`src/rtl/fifo_uart_drain_pkg.sv`:
```
// Shared UART frame constants and drain FSM state encodings.
package fifo_uart_drain_pkg;

  localparam logic START_BIT = 1'b0;
  localparam logic STOP_BIT  = 1'b1;
  localparam int   DATA_BITS = 8;

  localparam logic [2:0] ST_IDLE      = 3'd0;
  localparam logic [2:0] ST_FETCH     = 3'd1;
  localparam logic [2:0] ST_WAIT_FIFO = 3'd2;
  localparam logic [2:0] ST_START     = 3'd3;
  localparam logic [2:0] ST_DATA      = 3'd4;
  localparam logic [2:0] ST_STOP      = 3'd5;

  typedef enum logic [2:0] {
    S_IDLE      = ST_IDLE,
    S_FETCH     = ST_FETCH,
    S_WAIT_FIFO = ST_WAIT_FIFO,
    S_START     = ST_START,
    S_DATA      = ST_DATA,
    S_STOP      = ST_STOP
  } state_e;

  function automatic logic is_framing(input state_e s);
    return (s == S_START) || (s == S_DATA) || (s == S_STOP);
  endfunction

endpackage

```
`src/rtl/fifo_uart_drain_uart_tx_core.sv`:
```
// 8N1 bit engine: baud counter, bit index and shift register, driven by the
// drain FSM's current and next state so tx is registered yet aligned to state.
module fifo_uart_drain_uart_tx_core
  import fifo_uart_drain_pkg::*;
#(
  parameter int DIVIDER = 104
) (
  input  logic       clk,
  input  logic       reset,
  input  logic       load_i,
  input  logic [7:0] data_i,
  input  state_e     state_i,
  input  state_e     state_nx_i,
  output logic       tx_o,
  output logic       bit_end_o,
  output logic       last_bit_o
);

  localparam int CW = (DIVIDER > 1) ? $clog2(DIVIDER) : 1;
  localparam logic [CW-1:0] BAUD_LAST = CW'(DIVIDER - 1);

  logic [CW-1:0] baud_q, baud_d;
  logic [2:0]    bit_q, bit_d;
  logic [7:0]    shift_q, shift_d;
  logic          tx_q, tx_d;
  logic          framing_s, tick_s;

  always_comb begin
    framing_s = is_framing(state_i);
    tick_s    = framing_s && (baud_q == BAUD_LAST);

    if (framing_s && !tick_s) begin
      baud_d = baud_q + CW'(1);
    end else begin
      baud_d = '0;
    end

    if (tick_s && (state_i == S_START)) begin
      bit_d = 3'd0;
    end else if (tick_s && (state_i == S_DATA)) begin
      bit_d = bit_q + 3'd1;
    end else begin
      bit_d = bit_q;
    end

    if (load_i) begin
      shift_d = data_i;
    end else if (tick_s && (state_i == S_DATA)) begin
      shift_d = {1'b0, shift_q[7:1]};
    end else begin
      shift_d = shift_q;
    end

    // Line level follows the state being entered, so it changes with the state.
    case (state_nx_i)
      S_START: tx_d = START_BIT;
      S_DATA:  tx_d = shift_d[0];
      default: tx_d = STOP_BIT;
    endcase
  end

  always_ff @(posedge clk) begin
    if (reset) begin
      baud_q  <= '0;
      bit_q   <= 3'd0;
      shift_q <= 8'd0;
      tx_q    <= STOP_BIT;
    end else begin
      baud_q  <= baud_d;
      bit_q   <= bit_d;
      shift_q <= shift_d;
      tx_q    <= tx_d;
    end
  end

  assign tx_o       = tx_q;
  assign bit_end_o  = tick_s;
  assign last_bit_o = (bit_q == 3'(DATA_BITS - 1));

endmodule

```
`src/rtl/fifo_uart_drain.sv`:
```
// Drains fifo_stack one byte at a time via the empty/busy/pop handshake and
// sends each byte as an 8N1 UART frame.
module fifo_uart_drain
  import fifo_uart_drain_pkg::*;
#(
  parameter int CLK_FREQ = 12000000,
  parameter int BAUD     = 115200,
  parameter int DIVIDER  = CLK_FREQ / BAUD
) (
  input  logic       clk,
  input  logic       reset,
  input  logic       enable,
  input  logic [7:0] FIFO_DATA,
  input  logic       fifo_empty,
  input  logic       fifo_busy,
  output logic       pop,
  output logic       tx,
  output logic       tx_busy
);

  state_e state_q, state_d;
  logic   tx_busy_q;
  logic   pop_s;
  logic   bit_end_s, last_bit_s;

  // Pop is combinational so it lands in the IDLE decision cycle; FETCH is the guard.
  always_comb begin
    pop_s   = 1'b0;
    state_d = state_q;
    case (state_q)
      S_IDLE: begin
        if (!reset && enable && !fifo_empty && !fifo_busy) begin
          pop_s   = 1'b1;
          state_d = S_FETCH;
        end else begin
          state_d = S_IDLE;
        end
      end
      S_FETCH:     state_d = S_WAIT_FIFO;
      S_WAIT_FIFO: state_d = fifo_busy ? S_WAIT_FIFO : S_START;
      S_START:     state_d = bit_end_s ? S_DATA : S_START;
      S_DATA:      state_d = (bit_end_s && last_bit_s) ? S_STOP : S_DATA;
      S_STOP:      state_d = bit_end_s ? S_IDLE : S_STOP;
      default:     state_d = S_IDLE;
    endcase
  end

  always_ff @(posedge clk) begin
    if (reset) begin
      state_q   <= S_IDLE;
      tx_busy_q <= 1'b0;
    end else begin
      state_q   <= state_d;
      tx_busy_q <= (state_d != S_IDLE);
    end
  end

  fifo_uart_drain_uart_tx_core #(
    .DIVIDER(DIVIDER)
  ) u_tx_core (
    .clk        (clk),
    .reset      (reset),
    .load_i     (pop_s),
    .data_i     (FIFO_DATA),
    .state_i    (state_q),
    .state_nx_i (state_d),
    .tx_o       (tx),
    .bit_end_o  (bit_end_s),
    .last_bit_o (last_bit_s)
  );

  assign pop     = pop_s;
  assign tx_busy = tx_busy_q;

endmodule

```
`config.mk`:
```
export PLATFORM = sky130hd
export DESIGN_NAME = fifo_uart_drain
export DESIGN_NICKNAME = d
export VERILOG_FILES = /design/src/rtl/fifo_uart_drain_pkg.sv /design/src/rtl/fifo_uart_drain_uart_tx_core.sv /design/src/rtl/fifo_uart_drain.sv
export SDC_FILE = /design/constraint.sdc
export NUM_CORES = 1
export LEC_CHECK = 0
export CORE_MARGIN = 2
export CORE_UTILIZATION = 45
export DETAILED_ROUTE_END_ITERATION = 8
export PLACE_DENSITY_LB_ADDON = 0.25
export SYNTH_ARGS = -nofsm -noshare
export SYNTH_HDL_FRONTEND = slang
export SYNTH_SLANG_ARGS = --single-unit
```
`constraint.sdc`:
```
create_clock -name clk -period 1.8 [get_ports clk]
set_clock_uncertainty 0.15 [all_clocks]
set_input_delay 0.45 -clock clk [delete_from_list [all_inputs] [get_ports clk]]
set_output_delay 0.45 -clock clk [all_outputs]
set_load 0.03 [all_outputs]
```
==> flow_metrics.tcl, run 1 <==
set metrics [dict create \
    floorplan.die_area_sq_um 2950 \
    multi_input_area_sq_um 669 \
    drt.antenna.violating_nets 0 \
    end_kind "output pin" \
    std_cell_rows 18 \
    globalRouteTotalUtil 0.168 \
    drv_cap 0 \
    path_max_fanout 2 \
    r2r_cells 5 \
    number_of_endpoints_failing_setup_at_the_final_stage 2 \
    syn_area_per_cell_sq_um 9.56 \
    drc 0 \
    timing.hold.worst.start "u_tx_core.shift_q[7]" \
    max_freq_mhz 452 \
    routability_congestion 0.778 \
    min_path_type "reg -> reg" \
    layout-drive-gt1-share 0.282 \
    cts.path.max_buffers 2 \
    final_critical_path_setup_slack_ns -0.410 \
    synth_enable_flop_cells 0 \
    worst_r2r_startpoint "state_q[2]" \
    number_of_buffers_created_by_cts 3 \
    setup_total_negative_slack_ns -0.441 \
    placement.cell_area_sq_um 1450 \
    violations_in_the_final_reports "setup timing" \
    stdcell_area_sq_um 1510 \
    required_time_worst_endpoint_ns 1.20 \
    worst_ep_arrival_time_ns 1.61 \
    yosys_most_used_dff "dfxtp_1" \
    fillCellCount 222 \
    htreeDepth 1 \
    cts.clk_slew.worst_paths_ns 0.13 \
    cts_tree "done" \
    synth_async_sr_flop_share 0 \
    dieHeight_microns 54.3 \
    hold_path_depth 2 \
    start_util 0.468 \
    die_w_microns 54.3 \
    layout_worst_path_cycle_share 1.23 \
    drt-vias-per-instance 5.25 \
    first_drt_pass_iteration_count 4 \
    vias 939 \
    antenna_found_initial 0 \
    post-cts-setup-buffers 0 \
    maxSlewHeadroom 0.785 \
    period_needed_ns 2.21 \
    grt_pass1_wl_microns 3520 \
    core-area_sq_um 2430 \
    hold_slack_ns 0.323 \
    portBuffers 15 \
    clock_tree.root_cell "clkbuf_4" \
    r2r_setup_slack_ns -0.03 \
    run_status "complete, but fails checks" \
    yosys_warnings 0 \
    netlist_area_sq_um 1140 \
    area_growth_syn_to_fin_pct 33.1 \
    number_of_nets_in_the_synthesized_netlist 135 \
    power_density_relative_to_cell_area_nw_per_um2 563 \
    final_hold_viol_count 0 \
    syn_inst 119 \
    worstMarginPinSlew_ns 0.321 \
    detail_route.iter0.violations 4 \
    timing_max_transition_violations_final 0 \
    routed_wire_length_per_instance_microns 12.1 \
    postSynthRegisterBits 23 \
    worst_skew_pair.late_latency_ns 0.32 \
    worstSetupStartpoint "state_q[2]" \
    peakVddDrop_uv 477 \
    detailed_placer_s_ending_hpwl_microns 1670 \
    synth.yosys.seq_area_share 0.405 \
    tritoncts_num_sinks 23 \
    number_of_unique_standard_cell_types_used_by_synthesis 38 \
    n_antenna_cell 0 \
    ports_placed_on_the_boundary 16 \
    grt_max_degree 15 \
    num-nets-final 166 \
    global_route.overflow_total 0 \
    finalWirelength_microns 2160 \
    startpoint_type "flip-flop" \
    cts.hold.buffers_added 0 \
    crit-reg2reg-capture "u_tx_core.tx_o" \
    vias_in_the_first_global_route 891 \
    ff_latch_area_sq_um 460 \
    crit_type "reg -> out" \
    postLayoutCoreUtil 0.622 \
    grt_setup_unrepaired "yes" \
    p_leak_nw 0.634 \
    hold_path_end "u_tx_core.shift_q[7]" \
]
cells in the mapped netlist (all sizes together), types with 2 or more instances:
cell type / n / area (sq um)
a21o: 2 / 16.3
buf: 4 / 42.5
xnor2: 2 / 17.5
nand2b: 3 / 18.8
nand2: 5 / 18.8
xor2: 3 / 26.3
a31oi: 2 / 12.5
mux2i: 8 / 80.1
o21bai: 2 / 15.0
nor2: 16 / 60.1
nor3b: 3 / 27.5
or3: 2 / 12.5
inv: 6 / 22.5
clkbuf: 3 / 11.3
ha: 3 / 37.5
nor2b: 2 / 12.5
o21ai: 3 / 15.0
dfxtp: 23 / 460
a21oi: 3 / 15.0
nand3: 5 / 25.0
a211oi: 6 / 75.1
worst max-delay path: stages (launching register included):
cell	delay [ns]
dfxtp_1	0.34
or3_1	0.38
or3_4	0.36
clkinvlp_4	0.09
buf_6	0.12
per-layer routing:
layer / vias up / track usage / wire [microns]
met5: - / 0 / 0
met3: 4 / 0.0328 / 63
met2: 11 / 0.309 / 1100
met1: 443 / 0.181 / 960
met4: 0 / 0.0875 / 29
li1: 481 / - / -
placed cells by master, fill, tap and decap left out, drive strengths merged, types with 4 or more instances in the layout:
cell and count:
buf 19, dfxtp 23, nor2 16, nand3 5, clkdlybuf4s50 8, clkbuf 4
dlygate4sd2 4, mux2i 8, nand2 5, a211oi 6, inv 5
flip-flops by register name (all words and copies together), names as in the netlist:
register           count
u_tx_core.shift_q      8
state_q                3
u_tx_core.baud_q       7
u_tx_core.tx_o         1
u_tx_core.bit_q        3
tx_busy                1
worst max-delay path by stage:
stage          endpoint  depth (start not counted)
2_1_floorplan       pop                          4
3_3_place_gp        pop                          5
3_5_place_dp        pop                          5
4_1_cts             pop                          4
5_1_grt             pop                          4
6_report            pop                          4
cell type report:
class | instances | area share
clock buffers | 4 | 0.0174
inverters | 6 | 0.0174
multi-input cells | 83 | 0.442
flip-flops and latches | 23 | 0.304
well taps | 30 | 0.0248
repair buffers | 33 | 0.194
what timing repair did:
item,4_1_cts,5_1_grt
pin swaps,3,0
resized for setup,10,7
cloned,0,0
endpoints found under the setup margin,12,12
endpoints found under the hold margin,0,0
power breakdown:
part	internal, W	switching, W	leakage (nW)	total, W
clock network	0.0000868	0.000160	0.0150	0.000247
registers	0.000518	0.00000436	0.186	0.000522
logic	0.0000467	0.0000375	0.434	0.0000842
total	0.000651	0.000202	0.634	0.000853
per-stage QoR:
step	std cells	power, W	setup WS, ns
floorplan	119	0.000574	-0.222
global placement	175	0.000616	-0.682
detailed placement	175	0.000618	-0.693
CTS	179	0.000865	-0.426
global route	179	0.000884	-0.465
finish	179	0.000853	-0.410
logic make-up (layout without fill, tap and decap cells):
family,count (synthesis),after routing,synth area share
AND/OR/NAND/NOR,43,43,0.201
multiplexers,8,8,0.0704
XOR/XNOR,5,5,0.0385
adder cells (fa/ha/maj),3,3,0.0330
buffers and inverters,13,43,0.0671
AO/OA/AOI/OAI,24,24,0.185
flip-flops,23,23,0.405
Note: power is estimated with default switching activity, not from simulation.
==> run 2: changes to the inputs <==
--- a/config.mk
+++ b/config.mk
@@ -9,6 +9,7 @@
 export CORE_UTILIZATION = 45
 export DETAILED_ROUTE_END_ITERATION = 8
 export PLACE_DENSITY_LB_ADDON = 0.25
+export SLEW_MARGIN = 0
 export SYNTH_ARGS = -nofsm -noshare
 export SYNTH_HDL_FRONTEND = slang
 export SYNTH_SLANG_ARGS = --single-unit
==> results of run 2 <==
No change in the layout: final DEF, timing and power equal those of run 1.
==> run 3: changes to the inputs <==
--- a/config.mk
+++ b/config.mk
@@ -13,3 +13,4 @@
 export SYNTH_ARGS = -nofsm -noshare
 export SYNTH_HDL_FRONTEND = slang
 export SYNTH_SLANG_ARGS = --single-unit
+export TNS_END_PERCENT = 5
==> flow_metrics.tcl, run 3 (synthesis results as in run 1) <==
set metrics [dict create \
    htreeDepth 1 \
    grt_max_degree 15 \
    timing.hold.worst.start "u_tx_core.shift_q[7]" \
    die_w_microns 54.3 \
    timing_max_transition_violations_final 0 \
    period_needed_ns 2.19 \
    cpPeakStageDelay_ns 0.39 \
    std_cell_rows 18 \
    area_growth_syn_to_fin_pct 29.2 \
    placement.cell_area_sq_um 1410 \
    ff_latch_area_sq_um 462 \
    n_antenna_cell 0 \
    drv_cap 0 \
    max_freq_mhz 456 \
    r2r_setup_slack_ns 0.02 \
    layout_worst_path_cycle_share 1.22 \
    timing.critical_path.cells "clkdlybuf4s15_1, or3b_1, or3_4, clkinvlp_4, buf_6" \
    crit_type "in -> out" \
    crit-reg2reg-capture "u_tx_core.tx_o" \
    critPathTopFamily "simple AND/OR/NAND/NOR gates" \
    hold_path_end "u_tx_core.shift_q[7]" \
    worstMarginPinSlew_ns 0.304 \
    tritoncts_num_sinks 23 \
    worst_slack_at_placement_ns -0.703 \
    worstSetupStartpoint "fifo_empty" \
    hold_path_depth 2 \
    start_util 0.468 \
    detail_route.iter0.violations 4 \
    number_of_endpoints_failing_setup_at_the_final_stage 1 \
    cts.clk_slew.worst_paths_ns 0.13 \
    cts.path.max_buffers 2 \
    stdcell_area_sq_um 1470 \
    critPathBufInv 3 \
    largest_register_ff_count 8 \
    biggest_regs "u_tx_core.shift_q (8), u_tx_core.baud_q (7)" \
    vias 921 \
    core-area_sq_um 2430 \
    required_time_worst_endpoint_ns 1.20 \
    grt_pass1_wl_microns 3600 \
    vias_in_the_first_global_route 833 \
    drc 0 \
    drt.antenna.violating_nets 0 \
    r2r_cells 5 \
    globalRouteTotalUtil 0.172 \
    grt_setup_unrepaired "yes" \
    finalWirelength_microns 2210 \
    fillCellCount 229 \
    worst_skew_pair.late_latency_ns 0.32 \
    ports_placed_on_the_boundary 16 \
    clock_tree.root_cell "clkbuf_4" \
    final_critical_path_setup_slack_ns -0.391 \
    number_of_buffers_created_by_cts 3 \
    antenna_found_initial 0 \
    maxSlewHeadroom 0.796 \
    min_path_type "reg -> reg" \
    floorplan.die_area_sq_um 2950 \
    violations_in_the_final_reports "setup timing" \
    most_flops_register "u_tx_core.shift_q" \
    cpMaxStageDelayCell "or3_4" \
    detailed_placer_s_ending_hpwl_microns 1700 \
    portBuffers 15 \
    worst_ep_arrival_time_ns 1.59 \
    num-nets-final 165 \
    global_route.overflow_total 0 \
    routability_congestion 0.730 \
    layout-drive-gt1-share 0.264 \
    power_density_relative_to_cell_area_nw_per_um2 574 \
    post-cts-setup-buffers 0 \
    worst_r2r_startpoint "u_tx_core.baud_q[0]" \
    peakVddDrop_uv 399 \
    postLayoutCoreUtil 0.604 \
    end_kind "output pin" \
    cts.hold.buffers_added 0 \
    mostFrequentLayoutCells "dfxtp_1, nor2_1, buf_4" \
    first_drt_pass_iteration_count 4 \
    drt-vias-per-instance 5.17 \
    multi_input_area_sq_um 632 \
    cts_tree "done" \
    routed_wire_length_per_instance_microns 12.4 \
    p_leak_nw 0.629 \
    final_hold_viol_count 0 \
    startpoint_type "primary input" \
    path_max_fanout 2 \
    dieHeight_microns 54.3 \
    run_status "complete, but fails checks" \
    layout_commonest_cell "dfxtp_1" \
]
-- run 3: area by class of cell --
type	instances	area share
timing repair buffer	32	0.193
tap	30	0.0256
sequential	23	0.314
clock buffer	3	0.0153
clock inverter	1	0.00341
inverter	6	0.0179
multi-input combinational	83	0.430
-- run 3: how the worst max path moves through the flow --
stage                      to  cells past startpoint
after global placement    pop                      5
after CTS                 pop                      4
after global routing      pop                      4
final                     pop                      5
after floorplan           pop                      4
after detailed placement  pop                      5
-- run 3: where the power goes --
group,total [W],leakage (nW),internal [W],switching [W]
Sequential,0.000522,0.186,0.000518,0.00000426
Combinational,0.0000780,0.425,0.0000438,0.0000341
Clock,0.000243,0.0177,0.0000832,0.000159
Total,0.000843,0.629,0.000645,0.000198
-- run 3: worst reg2reg max path: stages, from the launching register on --
cell,delay [ns]
dfxtp_1,0.33
ha_1,0.20
and3_2,0.26
a221o_1,0.36
and4b_1,0.21
a32oi_1,0.20
-- run 3: timing repair --
item | in CTS | in global routing
pin swaps | 3 | 0
cloned | 0 | 0
endpoints found under the setup margin | 12 | 8
resized for setup | 15 | 6
hold endpoints to repair | 0 | 0
-- run 3: per-layer routing --
metal / share of wire / routed length [microns] / vias up / global-route usage
met4: 0.021 / 46 / 0 / 0.0875
met2: 0.50 / 1110 / 12 / 0.295
met5: 0 / 0 / - / 0
li1: - / - / 476 / -
met1: 0.44 / 981 / 428 / 0.208
met3: 0.029 / 65 / 5 / 0.0246
-- run 3: metrics by stage --
| step | std cells | hold WS, ns | setup TNS, ns | power, W |
|---|---|---|---|---|
| 2_1_floorplan | 119 | 0.268 | -0.442 | 0.000572 |
| 4_1_cts | 178 | 0.335 | -0.423 | 0.000853 |
| 6_report | 178 | 0.331 | -0.391 | 0.000843 |
| 5_1_grt | 178 | 0.355 | -0.452 | 0.000881 |
| 3_3_place_gp | 174 | 0.305 | -5.69 | 0.000610 |
| 3_5_place_dp | 174 | 0.317 | -6.13 | 0.000612 |
